===== src/rtl/fpu_big_alu_seq.sv =====
// Multi-cycle sign-magnitude add/subtract, CHUNK bits per cycle, with a
// negation pass when |a| < |b|. Optional out_zero port: FPU_BIG_ALU_SEQ_ZERO_FLAG_EN.
module fpu_big_alu_seq #(
  parameter int WIDTH = 64,
  parameter int CHUNK = 16
) (
  input  logic             clk,
  input  logic             rst,
  input  logic             in_valid,
  output logic             in_ready,
  input  logic             op,
  input  logic [WIDTH-1:0] a,
  input  logic [WIDTH-1:0] b,
  input  logic             a_sign,
  input  logic             b_sign,
  output logic             out_valid,
  input  logic             out_ready,
  output logic [WIDTH:0]   result,
  output logic             result_sign
`ifdef FPU_BIG_ALU_SEQ_ZERO_FLAG_EN
  ,
  output logic             out_zero
`endif
);
  localparam int N  = WIDTH / CHUNK;
  localparam int CW = (N > 1) ? $clog2(N) : 1;

  typedef enum logic [1:0] {IDLE, PASS1, PASS2, DONE} state_t;
  state_t state, state_nxt;

  logic [WIDTH-1:0] a_r, b_r, diff_r, diff_nxt;
  logic [CW-1:0]    cnt;
  logic             carry, eff_sub, a_sign_r;
  logic [CHUNK:0]   sl;
  logic             cout, last, res_zero;
  logic [WIDTH:0]   res_w;
  int               idx;

  assign in_ready  = (state == IDLE);
  assign out_valid = (state == DONE);

  // One slice per cycle; in PASS2 the slice is ~diff + carry (two's-complement negate).
  always_comb begin
    idx  = int'(cnt) * CHUNK;
    last = (cnt == CW'(N - 1));
    sl   = '0;
    case (state)
      PASS1: begin
        if (eff_sub)
          sl = {1'b0, a_r[idx +: CHUNK]} - {1'b0, b_r[idx +: CHUNK]} - {{CHUNK{1'b0}}, carry};
        else
          sl = {1'b0, a_r[idx +: CHUNK]} + {1'b0, b_r[idx +: CHUNK]} + {{CHUNK{1'b0}}, carry};
      end
      PASS2:   sl = {1'b0, ~diff_r[idx +: CHUNK]} + {{CHUNK{1'b0}}, carry};
      default: sl = '0;
    endcase
    cout = sl[CHUNK];
    diff_nxt = diff_r;
    diff_nxt[idx +: CHUNK] = sl[CHUNK-1:0];
    res_w = (state == PASS1) ? {cout & ~eff_sub, diff_nxt} : {1'b0, diff_nxt};
    res_zero = (res_w == '0);
  end

  always_comb begin
    state_nxt = state;
    case (state)
      IDLE:  if (in_valid) state_nxt = PASS1;
      PASS1: if (last) state_nxt = (eff_sub && cout) ? PASS2 : DONE;
      PASS2: if (last) state_nxt = DONE;
      DONE:  if (out_ready) state_nxt = IDLE;
      default: state_nxt = IDLE;
    endcase
  end

  always_ff @(posedge clk) begin
    if (rst) state <= IDLE;
    else     state <= state_nxt;
  end

  always_ff @(posedge clk) begin
    if (rst) begin
      a_r <= '0; b_r <= '0; diff_r <= '0; cnt <= '0; carry <= 1'b0;
      eff_sub <= 1'b0; a_sign_r <= 1'b0; result <= '0; result_sign <= 1'b0;
`ifdef FPU_BIG_ALU_SEQ_ZERO_FLAG_EN
      out_zero <= 1'b0;
`endif
    end else begin
      case (state)
        IDLE: if (in_valid) begin
          a_r      <= a;
          b_r      <= b;
          a_sign_r <= a_sign;
          eff_sub  <= a_sign ^ b_sign ^ op;
          cnt      <= '0;
          carry    <= 1'b0;
        end
        PASS1, PASS2: begin
          diff_r <= diff_nxt;
          carry  <= cout;
          cnt    <= cnt + 1'b1;
          if (last) begin
            cnt <= '0;
            if (state == PASS1 && eff_sub && cout) begin
              carry <= 1'b1;
            end else begin
              result      <= res_w;
              result_sign <= res_zero ? 1'b0 : (a_sign_r ^ (state == PASS2));
`ifdef FPU_BIG_ALU_SEQ_ZERO_FLAG_EN
              out_zero    <= res_zero;
`endif
            end
          end
        end
`ifdef FPU_BIG_ALU_SEQ_ZERO_FLAG_EN
        DONE: if (out_ready) out_zero <= 1'b0;
`endif
        default: ;
      endcase
    end
  end
endmodule


===== config.mk =====
export PLATFORM = sky130hd
export DESIGN_NAME = fpu_big_alu_seq
export DESIGN_NICKNAME = d
export VERILOG_FILES = /design/src/rtl/fpu_big_alu_seq.sv
export SDC_FILE = /design/constraint.sdc
export NUM_CORES = 1
export LEC_CHECK = 0
export ABC_CLOCK_PERIOD_IN_PS = 6200
export CAP_MARGIN = 20
export CORE_MARGIN = 1.5
export CORE_UTILIZATION = 50
export DETAILED_ROUTE_END_ITERATION = 8
export MAX_ROUTING_LAYER = met4
export PLACE_DENSITY = 0.74
export SKIP_LAST_GASP = 1
export SLEW_MARGIN = 5
export SYNTH_ARGS = -nofsm -noshare
export SYNTH_HDL_FRONTEND = slang
export SYNTH_SLANG_ARGS = --single-unit

===== constraint.sdc =====
create_clock -name clk -period 6.2 [get_ports clk]
set_clock_uncertainty 0.15 [all_clocks]
set_input_delay 1.55 -clock clk [delete_from_list [all_inputs] [get_ports clk]]
set_output_delay 1.55 -clock clk [all_outputs]
set_load 0.02 [all_outputs]

==> reports/metrics.cfg <==
[yosys]
ys_ff_latch=265
syn-num-nets=1920
synth_cell_types=74
yosysWarningCount=0
ys_async_sr_fraction_pct=0
synth_seq_area_share_pct=37.3
syn_area_per_cell_um2=8.24
syn-cell-area_mm2=0.0142
synth_edf_count=0
synth_flop_cell=dfxtp_1
synth_common_cells=nand2_1 (322), dfxtp_1 (265), a21oi_1 (192)
postSynthCellCount=1726
yosysMostFrequentCell=nand2_1
yosysTopAreaCell=dfxtp_1
synthTopCellsByArea=dfxtp_1 (37%), nand2_1 (8.5%), a21oi_1 (6.8%)
yosysTopAreaCellShare_pct=37.3

[detailed_routing]
viasPerCell=6.04
ant_nets=0
wl_per_cell_um=20.5
drc=0
wl_um=46100
drtIter0Drc=1482
vias=13600
drt_first_pass_iters=8

[power_and_ir_drop]
ir_worst_vdd_mv=0.308
power_mw=8.11
powerDensity_mw_per_mm2=467
power_leakage_nw=6.08

[clocking]
clk_path_buf_depth=3
cts_buffers=28
post_cts_buffers=0
hold_buffers=0
cts_root_buf=clkbuf_16
insertion_delay_ns=0.57
numClockSinks=265
post_cts_resized=0
htreeDepth=1
cts_tree=yes
clk_pin_slew_ns=0.07

[place]
place_ws_ns=0.648
place_congestion=0.999
hpwl_um=33700
io_buffers=202

[floorplanning]
initial_core_util_pct=50.9
pin_count=203
die_x_um=172
row_count=61
die-area_mm2=0.0295
die_y_um=172
core_area_mm2=0.0279

[sta]
fin_crit_sh_pct=91.9
timing.hold.ws_ns=0.303
drv_slew=0
rsz0062_at_grt=false
max_freq_mhz=176
slew_headroom_pct=19.2
tns_ns=0
fin_ws_ns=0.502
hold_viol=0
worst_pin_slew_ns=1.21
period_needed_ns=5.70
setup_viol_count_final=0

[critical_path]
cp_max_fo=108
rrSetupSlack_ns=0.50
reg2reg_to=result[63]$_SDFFE_PP0P_
worst_setup_path_start_kind=flop
worst_r2r_path_depth=14
arrival_ns=6.01
crit_type=flop to flop
r2r_start=cnt[0]$_SDFFE_PP0P_
required_ns=6.51
end_kind=flop

[global_route]
grt_pass1_wl_um=70900
grt_max_degree=135
antenna_found_initial=0
overflow=0
grt_pass1_vias=12400
grt_usage_pct=32.2

[cells_and_area]
diodes=0
drive_gt1_share_pct=7.10
fin_util_pct=62.2
nets=2048
syn2layout_area_growth_pct=22.1

[hold_path]
hold_class=flop to flop
holdPathEnd=b_r[2]$_SDFFE_PP0P_
min_from=b_r[2]$_SDFFE_PP0P_
whs_path_depth=2

[run_status]
status=complete, no violations

[flow_run]
maxCapViolCount=0

-- stage by stage --
step | std cells | instance area [µm²]
after floorplan | 1726 | 14200
after global placement | 2202 | 16400
after detailed placement | 2202 | 16400
after CTS | 2252 | 17400
after global routing | 2252 | 17400
final | 2252 | 17400
-- worst max-delay path: stages, from the launching register on --
cell      delay, ns
dfxtp_4        0.79
mux4_2         0.61
ha_1           0.35
inv_1          0.10
ha_1           0.39
a2111o_1       0.43
a21o_1         0.20
nand4_1        0.11
a41oi_1        0.16
o21ai_0        0.25
a31oi_1        0.18
nor2_4         0.45
buf_4          0.84
nor2_1         0.12
a311oi_1       0.33
-- flip-flops by register name, summed over array words and instances, names as in the netlist --
name	count
b_r	64
result_sign	1
a_sign_r	1
cnt	2
result	65
carry	1
a_r	64
diff_r	64
eff_sub	1
state	2
-- cell type report --
class | count | area, µm²
Fill cell | 2471 | 10600
Multi-Input combinational cell | 1277 | 8240
Sequential cell | 265 | 5310
Timing Repair Buffer | 216 | 2140
Clock buffer | 40 | 856
Tap cell | 378 | 473
Inverter | 66 | 248
Clock inverter | 10 | 111
-- routing by layer --
metal,routed length [µm],up-vias,share of wire (%),GRT usage [%]
met4,993,0,2.2,7.86
li1,-,6429,-,-
met1,21300,6484,46,46.6
met2,19700,614,43,46.0
met5,0,-,0,-
met3,4140,76,9.0,5.94
-- report_power, final --
group,internal [mW],switching (mW)
clock network,1.00,0.725
logic,1.49,2.43
registers,2.03,0.436
total,4.52,3.60
-- cells by family (layout without fill, tap and decap cells) --
| logic type | after synthesis | after routing | synth area share, % |
|---|---|---|---|
| fa+ha+maj | 59 | 59 | 5.40 |
| simple gates | 660 | 660 | 20.1 |
| xor+xnor | 28 | 28 | 1.72 |
| compound gates | 465 | 465 | 21.5 |
| flops | 265 | 265 | 37.3 |
| mux | 65 | 65 | 8.98 |
| buf+inv | 184 | 332 | 5.00 |
-- placed cells by master, fill, tap and decap left out, types with 16 or more instances in the layout --
cell type	count
a21oi_1	192
xnor2_1	25
a211oi_1	115
nand3_1	18
a22oi_1	49
nor3_1	25
dfxtp_1	263
nand2_1	321
clkbuf_16	28
ha_1	54
o21ai_0	21
mux4_2	42
clkdlybuf4s50_1	201
nor2_1	185
nor4_1	17
nor2b_1	16
inv_1	64
-- worst max-delay path by stage --
stage | startpoint | endpoint | slack (ns) | cells past startpoint
floorplan | cnt[0]$_SDFFE_PP0P_ | result_sign$_SDFFE_PP0P_ | 0.73 | 18
global placement | cnt[0]$_SDFFE_PP0P_ | result[2]$_SDFFE_PP0P_ | 0.76 | 14
detailed placement | cnt[0]$_SDFFE_PP0P_ | result[6]$_SDFFE_PP0P_ | 0.65 | 14
CTS | cnt[0]$_SDFFE_PP0P_ | result[63]$_SDFFE_PP0P_ | 0.49 | 14
global route | cnt[0]$_SDFFE_PP0P_ | result[63]$_SDFFE_PP0P_ | 0.09 | 14
finish | cnt[0]$_SDFFE_PP0P_ | result[63]$_SDFFE_PP0P_ | 0.50 | 14
Note: power is estimated with default switching activity, not from simulation.
